**config.mk**
```make
export PLATFORM = sky130hd
export DESIGN_NAME = vram_region_fill_m
export DESIGN_NICKNAME = d
export VERILOG_FILES = /design/src/rtl/vram_fill_pkg.sv /design/src/rtl/vram_fill_pattern_gen_m.sv /design/src/rtl/vram_region_fill_m.sv
export SDC_FILE = /design/constraint.sdc
export NUM_CORES = 1
export LEC_CHECK = 0
export ABC_AREA = 1
export ABC_CLOCK_PERIOD_IN_PS = 1900
export CELL_PAD_IN_SITES_DETAIL_PLACEMENT = 1
export CELL_PAD_IN_SITES_GLOBAL_PLACEMENT = 1
export CORE_UTILIZATION = 39
export CTS_CLUSTER_SIZE = 10
export DETAILED_ROUTE_END_ITERATION = 6
export PLACE_DENSITY_LB_ADDON = 0.15
export REMOVE_ABC_BUFFERS = 1
export SLEW_MARGIN = 20
export SYNTH_ARGS = -nofsm -noshare
export SYNTH_HDL_FRONTEND = slang
export SYNTH_HIERARCHICAL = 1
export SYNTH_SLANG_ARGS = --single-unit
```
**constraint.sdc**
```tcl
create_clock -name clk_12_5875 -period 1.9 [get_ports clk_12_5875]
set_input_delay 0.285 -clock clk_12_5875 [delete_from_list [all_inputs] [get_ports clk_12_5875]]
set_output_delay 0.285 -clock clk_12_5875 [all_outputs]
set_load 0.02 [all_outputs]
```
**src/rtl/vram_fill_pkg.sv**
```systemverilog
// vram_fill_pkg: shared modes, FSM states and verify delay-line entry for the VRAM region filler
package vram_fill_pkg;
   localparam int FILL_ADDR_MAX = 32;
   localparam int FILL_DATA_MAX = 32;
   typedef enum logic [1:0] {FILL_CONST, FILL_INCR, FILL_CHECKER, FILL_VERIFY} fill_mode_e;
   typedef enum logic [1:0] {S_IDLE, S_RUN, S_DRAIN, S_DONE} fill_state_e;
   // Fields are sized for the widest supported VRAM; users narrow them with casts.
   typedef struct packed {
      logic [FILL_ADDR_MAX-1:0] addr;
      logic [FILL_DATA_MAX-1:0] expected;
   } verify_entry_t;
endpackage

```
**src/rtl/vram_fill_pattern_gen_m.sv**
```systemverilog
// vram_fill_pattern_gen_m: fill pattern source; accumulator for INCR/VERIFY, parity select for CHECKER
module vram_fill_pattern_gen_m
   import vram_fill_pkg::*;
#(
   parameter int DATA_WIDTH = 8
)(
   input  logic                  clk_12_5875,
   input  logic                  rst_n,
   input  logic                  load,
   input  logic                  advance,
   input  fill_mode_e            mode,
   input  logic [DATA_WIDTH-1:0] fill_value,
   input  logic [DATA_WIDTH-1:0] step,
   output logic [DATA_WIDTH-1:0] pattern
);
   logic [DATA_WIDTH-1:0] seed, inc, acc;
   logic odd;
   always_ff @(posedge clk_12_5875 or negedge rst_n)
      if (!rst_n) begin
         seed <= '0;
         inc  <= '0;
         acc  <= '0;
         odd  <= 1'b0;
      end else if (load) begin
         seed <= fill_value;
         inc  <= step;
         acc  <= fill_value;
         odd  <= 1'b0;
      end else if (advance) begin
         acc <= acc + inc;
         odd <= ~odd;
      end
   always_comb pattern = mode == FILL_CHECKER ? (odd ? ~seed : seed) : mode == FILL_CONST ? seed : acc;
endmodule

```
**src/rtl/vram_region_fill_m.sv**
```systemverilog
// vram_region_fill_m: fills or verifies a [base, base+length) VRAM region through a granted arbiter port
`ifndef VRAM_ADDR_WIDTH
`define VRAM_ADDR_WIDTH 12
`endif
`ifndef VRAM_SIZE
`define VRAM_SIZE 4096
`endif
module vram_region_fill_m
   import vram_fill_pkg::*;
#(
   parameter int ADDR_WIDTH    = `VRAM_ADDR_WIDTH,
   parameter int DATA_WIDTH    = 8,
   parameter int MEM_SIZE      = `VRAM_SIZE,
   parameter int READ_LATENCY  = 1,
   parameter int ERR_CNT_WIDTH = 8
)(
   input  logic                     clk_12_5875,
   input  logic                     rst_n,
   input  logic                     start,
   input  logic                     abort,
   input  logic [1:0]               mode,
   input  logic [ADDR_WIDTH-1:0]    base_addr,
   input  logic [ADDR_WIDTH:0]      length,
   input  logic [DATA_WIDTH-1:0]    fill_value,
   input  logic [DATA_WIDTH-1:0]    step,
   input  logic                     grant,
   input  logic [DATA_WIDTH-1:0]    rdata,
   output logic [ADDR_WIDTH-1:0]    address,
   output logic [DATA_WIDTH-1:0]    data,
   output logic                     write_enable,
   output logic                     read_enable,
   output logic                     in_progress,
   output logic                     done,
   output logic                     error,
   output logic [ADDR_WIDTH-1:0]    err_addr,
   output logic [ERR_CNT_WIDTH-1:0] err_count
);
   fill_state_e state;
   fill_mode_e mode_q;
   logic [ADDR_WIDTH:0] rem;
   logic [ADDR_WIDTH+1:0] end_addr;
   logic [READ_LATENCY-1:0] dl_v;
   verify_entry_t dl [READ_LATENCY];
   logic idle_start, range_err, run, verify, accept, last, mismatch, drain_empty;
   assign idle_start   = state == S_IDLE && start;
   assign end_addr     = (ADDR_WIDTH+2)'(base_addr) + (ADDR_WIDTH+2)'(length);
   assign range_err    = end_addr > (ADDR_WIDTH+2)'(MEM_SIZE);
   assign run          = state == S_RUN;
   assign verify       = mode_q == FILL_VERIFY;
   assign write_enable = run && !verify;
   assign read_enable  = run && verify;
   assign accept       = run && grant;
   assign last         = rem == (ADDR_WIDTH+1)'(1);
   assign in_progress  = state != S_IDLE;
   assign done         = state == S_DONE;
   assign mismatch     = dl_v[READ_LATENCY-1] && rdata != DATA_WIDTH'(dl[READ_LATENCY-1].expected);
   // Only the oldest entry can be in flight if nothing survives the next shift.
   assign drain_empty  = (dl_v << 1) == '0;
   always_ff @(posedge clk_12_5875 or negedge rst_n)
      if (!rst_n) begin
         state   <= S_IDLE;
         mode_q  <= FILL_CONST;
         rem     <= '0;
         address <= '0;
      end else begin
         case (state)
            S_IDLE: if (start) begin
               state   <= range_err || length == '0 ? S_DONE : S_RUN;
               mode_q  <= fill_mode_e'(mode);
               rem     <= length;
               address <= base_addr;
            end
            S_RUN: begin
               if (accept) begin
                  rem     <= rem - (ADDR_WIDTH+1)'(1);
                  address <= address + ADDR_WIDTH'(1);
               end
               if (abort || (accept && last)) state <= verify ? S_DRAIN : S_DONE;
            end
            S_DRAIN: if (drain_empty) state <= S_DONE;
            default: state <= S_IDLE;
         endcase
      end
   always_ff @(posedge clk_12_5875 or negedge rst_n)
      if (!rst_n) dl_v <= '0;
      else dl_v <= READ_LATENCY'({dl_v, accept && verify});
   always_ff @(posedge clk_12_5875) begin
      dl[0] <= '{addr: FILL_ADDR_MAX'(address), expected: FILL_DATA_MAX'(data)};
      for (int k = 1; k < READ_LATENCY; k++) dl[k] <= dl[k-1];
   end
   always_ff @(posedge clk_12_5875 or negedge rst_n)
      if (!rst_n) begin
         error     <= 1'b0;
         err_count <= '0;
         err_addr  <= '0;
      end else if (idle_start) begin
         error     <= range_err;
         err_count <= '0;
         err_addr  <= '0;
      end else if (mismatch) begin
         error <= 1'b1;
         if (err_count == '0) err_addr <= ADDR_WIDTH'(dl[READ_LATENCY-1].addr);
         if (err_count != '1) err_count <= err_count + ERR_CNT_WIDTH'(1);
      end
   vram_fill_pattern_gen_m #(.DATA_WIDTH(DATA_WIDTH)) u_pattern (
      .clk_12_5875(clk_12_5875),
      .rst_n(rst_n),
      .load(idle_start),
      .advance(accept),
      .mode(mode_q),
      .fill_value(fill_value),
      .step(step),
      .pattern(data)
   );
endmodule
```
# Word-level counts from Yosys, hierarchy flattened
# Memories as Yosys holds them, arrays and structs flattened.
# Index checks and enable logic that the tools add are counted.
totals:
  regBits: 76
  mem_bits_rw: 20
  input_bits: 56
  memories: 1
  elab_cells: 83
  output_inout_bits: 45
memory_table:
  columns: ["memory", "words", "width", "read_ports", "rd_clocked_by_memory_dff", "wr", "line_no", "rtl"]
  rows:
  - ["dl", 1, 20, 1, 0, 1, "vram_region_fill_m.sv:43", "verify_entry_t dl [READ_LATENCY];"]
op_classes:
  n_eq_ne: 11
  muxes: 26
  n_reduce_logical: 25
  magnitude_cmp: 1
  bitwise: 2
  addsub: 5
ops:
  columns: ["op", "count"]
  rows:
  - ["$mux W8", 8]
  - ["$mux W12", 5]
  - ["$mux W13", 2]
  - ["$pmux W13 S2", 1]
  - ["$pmux W12 S2", 1]
  - ["$add A12 B13 Y14", 1]
  - ["$gt A14 B13 Y1 const B", 1]
  - ["$eq A13 B1 Y1 const B", 1]
  - ["$logic_not A13 Y1", 1]
  - ["$sub A13 B1 Y13 const B", 1]
  - ["$add A12 B1 Y12 const B", 1]
  - ["$reduce_bool A2 Y1", 6]
  - ["$add A8 B1 Y8 const B", 1]
  - ["$add A8 B8 Y8", 1]
  - ["$eq A2 B2 Y1 const B", 4]
  - ["$logic_not A8 Y1", 1]
  - ["$ne A8 B8 Y1", 1]
  - ["$ne A8 B8 Y1 const B", 1]
  - ["$not A8 Y8", 1]
  - ["$reduce_and A2 Y1", 4]
  - ["$logic_and A1 B1 Y1", 7]
  - ["$mux W2", 3]
  - ["$pmux W2 S3", 1]
  - ["$mux W1", 5]
  - ["8 further kinds", 11]

# Longest topological paths before layout
# Gate-level depths: netlist of run 1.
logic_depth:
  depth_word: 6
  depth_mapped: 20
  depth_no_buf: 20

# Modules after synthesis
# Netlist of run 1, hierarchy kept.
by_module_without_submodules:
  columns: ["module", "area_per_inst_um2", "seq_area_each_um2", "n_inst", "cells_per_inst"]
  rows:
  - ["vram_region_fill_m", 4150.2, 1676.6, 1, 555]
  - ["vram_fill_pattern_gen_m", 1531.5, 625.6, 1, 198]

# Worst setup path before layout of run 1
# OpenSTA, ideal clock, no wires.
synth_timing:
  path_kind: "input-to-reg"
  start: "input base_addr[0]"
  end: "register state[1]"
  arrival_time_ns: 1.851
  slack_ns: -0.068
  setup_time_ns: 0.117
  stages: 19
  required_time_ns: 1.783
  path_buffers: 0
  path_cell_list: "ha_1 -> inv_1 -> fa_1 -> inv_1 -> nand2_1 -> nand2_1 -> nand3_1 -> nand2_1 -> nand2_1 -> nand2_1 -> nand3_1 -> nor2_1 -> nand2_1 -> nand2_1 -> nand3_1 -> nand2_1 -> nand2_1 -> nand2_1 -> nand2_1"
synth_via:
  elab_chain_cells: 6
synth_lines:
  columns: ["item", "line_no", "rtl"]
  rows:
  - ["from (decl)", "vram_region_fill_m.sv:22", "input logic [ADDR_WIDTH-1:0] base_addr,"]
  - ["$add A12 B13 Y14", "vram_region_fill_m.sv:46", "assign end_addr = (ADDR_WIDTH+2)'(base_addr) + (ADDR_WIDTH+2)'(length);"]
  - ["$gt A14 B13 Y1", "vram_region_fill_m.sv:47", "assign range_err = end_addr > (ADDR_WIDTH+2)'(MEM_SIZE);"]
  - ["$logic_or A1 B1 Y1", "vram_region_fill_m.sv:68", "state <= range_err || length == '0 ? S_DONE : S_RUN;"]
  - ["$mux W2", "vram_region_fill_m.sv:68", null]
  - ["$mux W2", "vram_region_fill_m.sv:67", "S_IDLE: if (start) begin"]
  - ["$pmux W2 S3", "vram_region_fill_m.sv:66", "case (state)"]
  - ["to (signal assigned)", "vram_region_fill_m.sv:68", null]
  - ["to (signal assigned)", "vram_region_fill_m.sv:78", "if (abort || (accept && last)) state <= verify ? S_DRAIN : S_DONE;"]
  - ["to (decl)", "vram_region_fill_m.sv:38", "fill_state_e state;"]
# Every way passes these cells. The select of a mux whose other input is x is not followed.
# A chain may end at the register's enable or synchronous reset.

# Worst setup path after layout of run 1
layout_timing:
  start: "input length[0]"
  end: "register state[1]"
layout_via:
  elab_chain_cells: 6
  elab_cells_between_ends: 7
  cone_classes: "add/sub: 1; order compare: 1; mux: 3; reduce/logical: 2"
layout_lines:
  columns: ["item", "line_no", "rtl"]
  rows:
  - ["from (decl)", "vram_region_fill_m.sv:23", "input logic [ADDR_WIDTH:0] length,"]
  - ["$add A12 B13 Y14", "vram_region_fill_m.sv:46", null]
  - ["$gt A14 B13 Y1", "vram_region_fill_m.sv:47", null]
  - ["$logic_or A1 B1 Y1 (*)", "vram_region_fill_m.sv:68", null]
  - ["$mux W2 (*)", "vram_region_fill_m.sv:68", null]
  - ["$mux W2 (*)", "vram_region_fill_m.sv:67", null]
  - ["$pmux W2 S3 (*)", "vram_region_fill_m.sv:66", null]
# Every way passes the cells marked *; elsewhere a longest branch is shown, timed or not. The select of a mux whose other input is x is not followed.

==> metrics.csv, run 1 <==
metric,value,unit
ys_types,47,
grt_pass1_wl,28.5,mm
period_needed,1.87,ns
worstPathRequired,2.14,ns
seqCellArea,2300,um2
path_clk_slew,0.07,ns
status,"complete, no violations",
final_common_cell,nand2_1,
slowest_delay,0.53,ns
whs_path_depth,5,
cpMostUsedCell,nand2_1,
h-tree-depth,3,
drc,0,
dr.pass1.iters,4,
drt_wl_total,17.6,mm
synth_area_leaders,"dfrtp_1 33%, nand2_1 14%, dfxtp_1 7.0%",
grt_use_total,24.3,%
place_area,7350,um2
grt_pass1_vias,5895,
clockBufferDepth,2,
rr_worst_depth,9,
relSlewSlack,65.2,%
grt_antenna_before_repair,0,
multiInputGateArea,3180,um2
fmax,534,MHz
die_h,123,um
io_pins,101,
finalCritPeriodShare,98.6,%
syn_area,5680,um2
cts_buffers,9,
vias,5622,
vias_per_cell,5.10,
finalSetupTns,0,ns
finalHoldViolCount,0,
diodes,0,
drv_cap,0,
rsz0062_at_grt,true,
stdcell_area,7900,um2
r2r_end,rem[1],
peakVddDrop,622,uV
ys_ff_latch,96,
arrival,2.11,ns
design.core.area,14000,um2
r2r-start,state[0],
slowest_stage,fa_2,
io_buffers,100,
yosys.area.top_type_share,33.5,%
drt_iter0_markers,295,
ys_warn_count,6,
insertion_delay,0.35,ns
path_max_fanout,2,
worstMarginPinSlew,0.518,ns
fillCellCount,1730,
overflow,0,
drive_above_1_share,18.9,%
hold_class,in2reg,
final_nets,1003,
setup_ws,0.0272,ns
wl_per_cell,16.0,um
post-place-ws,-0.929,ns
initial_core_util,40.5,%
layout_common_cells,"197 x nand2_1, 92 x inv_1, 75 x dfrtp_1, 69 x buf_4, 64 x clkdlybuf4s50_1",
cts-root-buf,clkbuf_16,
cts_sinks,96,
area_delta_synth_final,39.0,%
min-delay-start,base_addr[0],
async_reset_ff_share,79.2,%
min_to,address[0],
synth_edf_count,0,
dieWidth,123,um
setup_violations,0,
grt_max_degree,43,
slew_viol_final,0,
p_per_area,1550,nW/um2
cp-end-kind,flip-flop,
syn_avg_cell_area,7.55,um2
synth_area_leader_cell,dfrtp_1,
detail-route-antenna-nets,0,
timing.reg2reg.setup_slack,0.08,ns
ys.flop_type,dfrtp_1,
crit_path_cell_trace,buf_8 -> ha_4 -> inv_2 -> fa_2 -> nand2_2 -> nor2_2 -> nand2_1 -> nor2_2 -> nand2_1 -> nor2_1 -> nand2_1 -> nor2_2 -> nand2_1 -> nand2_2 -> nand3_1 -> nand2_1 -> nand2_1 -> nand2_1 -> nand2_1,
leakage,3.91,nW
cp-start-kind,input port,
finClkSkew,0.00736,ns
die_area,15100,um2
syn_inst,753,
gp_congestion,0.891,
yosysSeqAreaShare,40.5,%
critPathKind,in2reg,
rows,43,
cts_tree,yes,
dp_hpwl,13.2,mm
-- power breakdown --
group          total, mW  internal [mW]  switching, mW  leakage (nW)
sequential          3.71           3.01          0.705          1.11
combinational       6.82           2.83           3.98          2.66
clock               1.71          0.922          0.789         0.136
-- routing by layer --
layer | wire length [um] | share of wire [%] | global-route usage (%)
met1 | 7920 | 45 | 31.2
met2 | 8880 | 50 | 42.1
met3 | 560 | 3.2 | 4.04
met4 | 252 | 1.4 | 6.33
met5 | 0 | 0 | 0
-- worst max-delay path: cells and delay by family --
family,cells,cell delay [ns]
simple gates,15,1.02
buf+inv,2,0.12
fa+ha+maj,2,0.67
-- registers in the layout, indices dropped and copies added, names as in the netlist --
| signal | flops |
|---|---|
| dl | 20 |
| rem | 13 |
| address | 12 |
| u_pattern/odd | 1 |
| state | 2 |
| err_addr | 12 |
| dl_v | 1 |
| mode_q | 2 |
| u_pattern/seed | 8 |
| err_count | 8 |
| u_pattern/acc | 8 |
| u_pattern/inc | 8 |
| error | 1 |
-- worst max path at each step --
stage / from / endpoint / slack, ns / depth (start not counted)
floorplan: state[0] / u_pattern/acc[2] / -0.67 / 9
global placement: base_addr[0] / state[1] / -0.73 / 20
detailed placement: base_addr[0] / state[1] / -0.93 / 20
CTS: mode_q[0] / data[2] / 0.001 / 4
global route: address[1] / address[10] / -0.11 / 10
finish: length[0] / state[1] / 0.03 / 19
-- cell type report --
class / count / area share [%]
Sequential cell: 96 / 29.2
Timing Repair Buffer: 173 / 19.3
Tap cell: 180 / 2.85
Clock buffer: 11 / 3.07
Inverter: 100 / 4.91
Multi-Input combinational cell: 537 / 40.3
Clock inverter: 5 / 0.396
-- repair_timing --
action	4_1_cts	5_1_grt
setup endpoints to repair	13	45
pin swaps	4	15
resized for setup	78	66
setup buffers	1	2
hold buffers	1	0
hold endpoints to repair	34	0
-- kinds of logic (layout without fill, tap and decap cells) --
| kind of cell | count (synthesis) | in the layout | share of synthesized area [%] |
|---|---|---|---|
| and+or+nand+nor | 368 | 368 | 28.2 |
| buffers and inverters | 120 | 289 | 8.39 |
| AOI/OAI and AO/OA | 111 | 111 | 11.7 |
| xor gates and xnor gates | 28 | 28 | 4.32 |
| DFF | 96 | 96 | 40.5 |
| adders and majority gates | 30 | 30 | 6.87 |
-- cell usage after synthesis (all sizes together), types with 3 or more instances --
master,number
ha,28
o21ai,48
nor2,51
or2,9
xor2,20
nor4,3
a21oi,24
xnor2,8
nand3,68
buf,13
nand2,214
inv,98
o31ai,5
a2bb2oi,4
nand4,7
nor3,11
nand3b,3
o22ai,4
dfxtp,20
dfrtp,76
a21boi,5
o221ai,5
o211ai,9
clkbuf,7
-- metrics by stage --
| step | util [%] | hold slack [ns] | power, mW | instances |
|---|---|---|---|---|
| after detailed placement | 52.4 | 0.279 | 10.4 | 1082 |
| final | 56.3 | 0.270 | 12.2 | 1102 |
| after floorplan | - | -0.0106 | 7.54 | 733 |
| after global routing | 56.3 | 0.275 | 13.2 | 1102 |
| after global placement | 52.4 | 0.274 | 9.98 | 1082 |
| after CTS | 55.4 | 0.306 | 12.2 | 1100 |
Power figures use the tool's default switching activity.
==> run 2: changes to the inputs <==
ABC_CLOCK_PERIOD_IN_PS = 1700   (was 1900)
CORE_UTILIZATION = 35   (was 39)
clock period = 1.7 ns   (was 1.9 ns; I/O delays follow)
==> run 2 against run 1 <==
The run now ends with setup timing left. Largest power group unchanged. Combinational power is 41% higher. Die area increased by 11%. Register-to-register slack got worse by 0.16 ns. Non-clock buffer count is 60 higher. Total power increased by 31%. Via count rose by 7.4%. First-iteration DRC count down 21%. Global-route usage rose by 0.76 points.
==> metrics.csv, run 2 (synthesis gave the netlist of run 1 again) <==
metric,value,unit,change
cts_tree,yes,,unchanged
h-tree-depth,3,,unchanged
p_per_area,1840,nW/um2,was 1550 nW/um2
status,"finished, violations left",,"was complete, no violations"
dp_hpwl,14.9,mm,was 13.2 mm
holdWs,0.230,ns,was 0.270 ns
critPathKind,in2reg,,unchanged
seqCellArea,2300,um2,unchanged
vias_per_cell,5.04,,was 5.10
violations,setup timing,,
fillCellCount,1949,,was 1730
cp-end-kind,flip-flop,,unchanged
cp-start-kind,input port,,unchanged
drt_wl_total,20.5,mm,was 17.6 mm
worstPathRequired,1.95,ns,was 2.14 ns
path_max_fanout,4,,was 2
cts_buffers,9,,unchanged
grt_max_degree,37,,was 43
finClkSkew,0.00704,ns,was 0.00736 ns
timing.reg2reg.setup_slack,-0.08,ns,was 0.08 ns
peakVddDrop,798,uV,was 622 uV
grt_pass1_wl,32.4,mm,was 28.5 mm
setup_ws,-0.155,ns,was 0.0272 ns
io_buffers,100,,unchanged
total_power,16.0,mW,was 12.2 mW
finalCritPeriodShare,109,%,
vias,6037,,was 5622
drive_above_1_share,28.7,%,was 18.9%
rsz0062_at_grt,true,,unchanged
finalSetupTns,-0.887,ns,was 0 ns
drv_cap,0,,unchanged
cts-root-buf,clkbuf_16,,unchanged
path_clk_slew,0.07,ns,about the same
finalHoldViolCount,0,,unchanged
multiInputGateArea,3400,um2,was 3180 um2
period_needed,1.86,ns,
die_h,129,um,was 123 um
area_delta_synth_final,53.2,%,was 39.0%
wl_per_cell,17.1,um,was 16.0 um
initial_core_util,35.8,%,was 40.5%
detail-route-antenna-nets,0,,unchanged
io_pins,101,,unchanged
regMostFlops,dl,,unchanged
grt_use_total,25.1,%,was 24.3%
final_common_cell,nand2_1,,unchanged
final_core_util,54.8,%,was 56.3%
arrival,2.10,ns,was 2.11 ns
leakage,4.34,nW,was 3.91 nW
stdcell_area,8700,um2,was 7900 um2
fmax,539,MHz,
drc,0,,unchanged
design.core.area,15900,um2,was 14000 um2
cts_sinks,96,,unchanged
final_nets,1063,,was 1003
setup_violations,15,,was 0
hold_class,in2reg,,unchanged
rows,46,,was 43
insertion_delay,0.35,ns,about the same
grt_pass1_vias,6529,,was 5895
diodes,0,,unchanged
largest_reg_flops,20,,unchanged
drt_iter0_markers,234,,was 295
clockBufferDepth,2,,unchanged
place_area,7640,um2,was 7350 um2
slew_viol_final,0,,unchanged
grt_antenna_before_repair,0,,unchanged
die_area,16700,um2,was 15100 um2
gp_congestion,0.891,,about the same
overflow,0,,unchanged
largest_registers,"dl x20, rem x13",,unchanged
layout_common_cells,"188 x nand2_1, 128 x buf_4, 78 x inv_1, 76 x dfrtp_1, 56 x nand3_1",,"was 197 x nand2_1, 92 x inv_1, 75 x dfrtp_1, 69 x buf_4, 64 x clkdlybuf4s50_1"
dieWidth,129,um,was 123 um
relSlewSlack,73.0,%,was 65.2%
dr.pass1.iters,4,,unchanged
worstMarginPinSlew,0.402,ns,was 0.518 ns
==> run 2: cell count changes in the layout (fill, tap and decap cells not counted), sizes merged <==
cell | before | now
buf | 81 | 149
clkdlybuf4s50 | 64 | 46
dlygate4sd2 | 15 | 28
clkbuf | 17 | 10
dlymetal6s2s | 5 | 9
clkinv | 5 | 2
inv | 99 | 101
bufinv | 0 | 1
clkdlybuf4s15 | 1 | 0
clkinvlp | 1 | 2
==> run 2: final timing paths <==
check | start | to | cells after the start
max in group asynchronous | rst_n | address[8] | 3
setup / recovery | length[0] | state[1] | 20
setup reg to reg | address[0] | address[10] | 11
min in group asynchronous | rst_n | u_pattern/inc[5] | 2
hold reg to reg | dl[0][17] | err_addr[9] | 2
hold / removal | base_addr[0] | address[0] | 5
==> run 2: worst max-delay path, cell delays in order <==
cell	delay, ns
buf_8	0.08
ha_4	0.13
inv_2	0.04
fa_2	0.33
inv_1	0.09
nand2_1	0.08
nand2_2	0.11
nand3_1	0.10
nand2_1	0.10
nand2_1	0.06
nand2_1	0.06
nand3_1	0.08
nor2_1	0.11
nand2_1	0.08
nand2_2	0.07
nand3_2	0.07
nand2_2	0.06
nand2_1	0.05
nand2_1	0.06
nand2_1	0.05
==> run 2: power by group <==
part,internal (mW),switching [mW],total [mW]
Clock,1.20,0.968,2.17
Combinational,4.40,5.23,9.63
Sequential,3.36,0.876,4.24
Total,8.96,7.08,16.0
==> run 2: repair_timing <==
action / CTS / global route
resized for setup: 167 / 91
setup endpoints to repair: 57 / 64
pin swaps: 36 / 38
gates cloned: 0 / 1
buffers inserted: 25 / 8
endpoints found under the hold margin: 27 / 0
hold buffers: 1 / 0
==> run 2: stage by stage <==
stage               worst slack (ns)  std cells
finish                        -0.155       1198
global route                  -0.337       1198
CTS                           -0.166       1191
detailed placement             -1.12       1149
global placement              -0.973       1149
floorplan                     -0.875        733
==> run 2: area by class of cell <==
| type | count | area share [%] |
|---|---|---|
| Sequential cell | 96 | 26.5 |
| Inverter | 100 | 4.43 |
| Clock inverter | 6 | 0.848 |
| Tap cell | 216 | 3.10 |
| Clock buffer | 10 | 2.75 |
| Timing Repair Buffer | 233 | 23.4 |
| Multi-Input combinational cell | 537 | 39.0 |
==> run 2: metal layers <==
| layer | vias to the layer above | wire length, um | track usage (%) |
|---|---|---|---|
| met5 | - | 0 | 0 |
| met4 | 0 | 376 | 9.17 |
| met3 | 33 | 654 | 4.00 |
| met2 | 108 | 11000 | 47.2 |
| met1 | 3002 | 8410 | 28.5 |
| li1 | 2894 | - | - |
==> run 3: changes to the inputs <==
ABC_AREA = unset   (was 1)
CORE_MARGIN = 8   (was unset)
CORE_UTILIZATION = 36   (was 35)
HOLD_SLACK_MARGIN = 0.1   (was unset)
==> run 3 against run 2 <==
The flow still finishes with violations (setup timing). Synthesized cell count decreased by 25%. Sequential power up 4%. Combinational power grew 40%. Critical endpoint is now error. Largest cell class unchanged. Largest power group unchanged.
==> metrics.csv, run 3 <==
metric,value,unit,change
dieWidth,138,um,was 129 um
synth_edf_count,0,,unchanged
hold_class,in2reg,,unchanged
layout_common_cells,"141 x buf_4, 75 x dfrtp_1, 40 x nor2_1, 38 x clkdlybuf4s50_1, 35 x buf_6",,"was 188 x nand2_1, 128 x buf_4, 78 x inv_1, 76 x dfrtp_1, 56 x nand3_1"
drc,0,,unchanged
syn_area,5330,um2,was 5680 um2
grt_max_degree,29,,was 37
drv_cap,0,,unchanged
design.core.area,14500,um2,was 15900 um2
crit_path_cell_trace,buf_2 -> buf_6 -> ha_4 -> a21o_1 -> nand4_1 -> a21oi_2 -> buf_4 -> o22ai_2 -> a2111oi_2 -> o2111a_2 -> buf_6 -> o21ai_2 -> nand3_1 -> o21ai_1,,was buf_8 -> ha_4 -> inv_2 -> fa_2 -> inv_1 -> nand2_1 -> nand2_2 -> nand3_1 -> nand2_1 -> nand2_1 -> nand2_1 -> nand3_1 -> nor2_1 -> nand2_1 -> nand2_2 -> nand3_2 -> nand2_2 -> nand2_1 -> nand2_1 -> nand2_1
peakVddDrop,879,uV,was 798 uV
ys_ff_latch,96,,unchanged
instances_no_fill,1035,,was 1198
cts_tree,yes,,unchanged
final_nets,932,,was 1063
drive_above_1_share,50.5,%,was 28.7%
drt_wl_total,27.7,mm,was 20.5 mm
finalHoldViolCount,0,,unchanged
h-tree-depth,3,,unchanged
placed_cells,968,,was 1149
synth_common_cells,"76 x dfrtp_1, 47 x nand2_1, 46 x nor2_1, 46 x o21ai_0, 36 x a21oi_1",,"was 209 x nand2_1, 95 x inv_1, 76 x dfrtp_1"
period_needed,2.37,ns,was 1.86 ns
io_pins,101,,unchanged
vias,6032,,was 6037
cts_sinks,96,,unchanged
async_reset_ff_share,79.2,%,unchanged
slowest_delay,0.44,ns,was 0.33 ns
status,"finished, violations left",,unchanged
vias_per_cell,5.83,,was 5.04
wl_per_cell,26.7,um,was 17.1 um
largest_reg_flops,20,,unchanged
total_power,20.1,mW,was 16.0 mW
wl_met1,10.2,mm,was 8.41 mm
diodes,0,,unchanged
die_h,138,um,was 129 um
finalCritPeriodShare,139,%,was 109%
rows,44,,was 46
die_area,18900,um2,was 16700 um2
final_core_util,67.7,%,was 54.8%
grt_use_total,21.8,%,was 25.1%
finClkSkew,0.00882,ns,was 0.00704 ns
gp_congestion,0.847,,was 0.891
cpMostUsedCell,buf_6,,was nand2_1
relSlewSlack,60.1,%,was 73.0%
dp_hpwl,14.0,mm,was 14.9 mm
overflow,0,,unchanged
drt_iter0_markers,376,,was 234
slowest_stage,a2111oi_2,,was fa_2
yosysSeqAreaShare,43.2,%,was 40.5%
highest_layer,met4,,unchanged
cp-end-kind,flip-flop,,unchanged
insertion_delay,0.37,ns,was 0.35 ns
cp-start-kind,input port,,unchanged
synth_area_leaders,"dfrtp_1 36%, dfxtp_1 7.5%, ha_1 6.6%",,"was dfrtp_1 33%, nand2_1 14%, dfxtp_1 7.0%"
arrival,2.62,ns,was 2.10 ns
clockBufferDepth,2,,unchanged
slew_viol_final,0,,unchanged
area_delta_synth_final,84.0,%,was 53.2%
wl_met3,1.43,mm,was 654 um
ys_warn_count,6,,unchanged
largest_registers,"dl x20, rem x13",,unchanged
cts_buffers,9,,unchanged
worstPathRequired,1.95,ns,about the same
setup_violations,79,,was 15
path_clk_slew,0.08,ns,was 0.07 ns
cts-root-buf,clkbuf_16,,unchanged
rsz0062_at_grt,true,,unchanged
fmax,423,MHz,was 539 MHz
wl_met2,14.7,mm,was 11.0 mm
initial_core_util,36.8,%,was 35.8%
yosysMostFrequentCell,dfrtp_1,,was nand2_1
dr.pass1.iters,4,,unchanged
synth_area_leader_cell,dfrtp_1,,unchanged
syn_inst,563,,was 753
critPathKind,in2reg,,unchanged
setup_ws,-0.665,ns,was -0.155 ns
yosys.area.top_type_share,35.7,%,was 33.5%
worstMarginPinSlew,0.593,ns,was 0.402 ns
path_max_fanout,3,,was 4
ys.flop_type,dfrtp_1,,unchanged
syn_avg_cell_area,9.46,um2,was 7.55 um2
leakage,4.43,nW,was 4.34 nW
holdWs,0.279,ns,was 0.230 ns
regMostFlops,dl,,unchanged
final_common_cell,buf_4,,was nand2_1
p_per_area,2050,nW/um2,was 1840 nW/um2
grt_pass1_wl,31.9,mm,was 32.4 mm
grt_pass1_vias,6106,,was 6529
io_buffers,100,,unchanged
finalSetupTns,-10.66,ns,was -0.887 ns
detail-route-antenna-nets,0,,unchanged
ys_types,74,,was 47
violations,setup timing,,unchanged
grt_antenna_before_repair,0,,unchanged
[run 3: power by group]
part	total, mW	internal, mW	switching (mW)
clock	2.21	1.16	1.05
combinational	13.5	6.55	6.93
sequential	4.41	3.38	1.03
total	20.1	11.1	9.01
[run 3: logic make-up (layout without fill, tap and decap cells)]
family,count (synthesis),after routing,share of synthesized area [%]
xor+xnor,27,27,4.44
compound gates,152,152,18.5
fa+ha+maj,30,30,7.33
simple gates,180,180,16.6
buf+inv,47,335,3.83
flops,96,96,43.2
mux,31,31,6.13
[run 3: metrics by stage]
stage	area, um2	setup WS [ns]
6_report	9800	-0.665
3_3_place_gp	7630	-1.44
2_1_floorplan	5230	-1.13
5_1_grt	9800	-0.739
4_1_cts	8650	-0.619
3_5_place_dp	7630	-1.51
[run 3: timing repair]
action | in CTS | in global routing
hold buffers | 1 | 0
cloned | 2 | 6
pin swaps | 60 | 106
endpoints found under the hold margin | 21 | 0
resized for setup | 255 | 201
buffers inserted | 18 | 30
setup endpoints to repair | 92 | 74
[run 3: final cells by class]
cell class              instances  area (um2)
well taps                     184         230
clock buffers                   9         225
repair buffers                292        2830
flip-flops and latches         96        2310
multi-input cells             420        4010
fillers                      1472        4680
inverters                      27         111
clock inverters                 7        77.6
[run 3: critical path, delay by kind of cell]
family | cells | cell delay [ns]
AND/OR/NAND/NOR | 2 | 0.26
buffers and inverters | 4 | 0.50
adder cells (fa/ha/maj) | 1 | 0.25
AO/OA/AOI/OAI | 7 | 1.34
[run 3: routing by layer]
layer  track usage [%]  up-vias
met5                 0        -
met4              8.27        0
met3              4.85      100
met2              38.8      242
met1              24.7     3089
li1                  -     2601
[run 3: worst paths after layout]
check / cells after the start / endpoint / slack (ns) / startpoint
worst min-delay path: 4 / address[0] / 0.28 / base_addr[0]
worst max register to register: 5 / state[1] / -0.34 / rem[7]
max in group asynchronous: 3 / rem[7] / 0.83 / rst_n
worst min register to register: 2 / err_addr[1] / 0.48 / dl[0][9]
worst max-delay path: 14 / error / -0.67 / length[1]
min in group asynchronous: 2 / u_pattern/seed[3] / 0.35 / rst_n
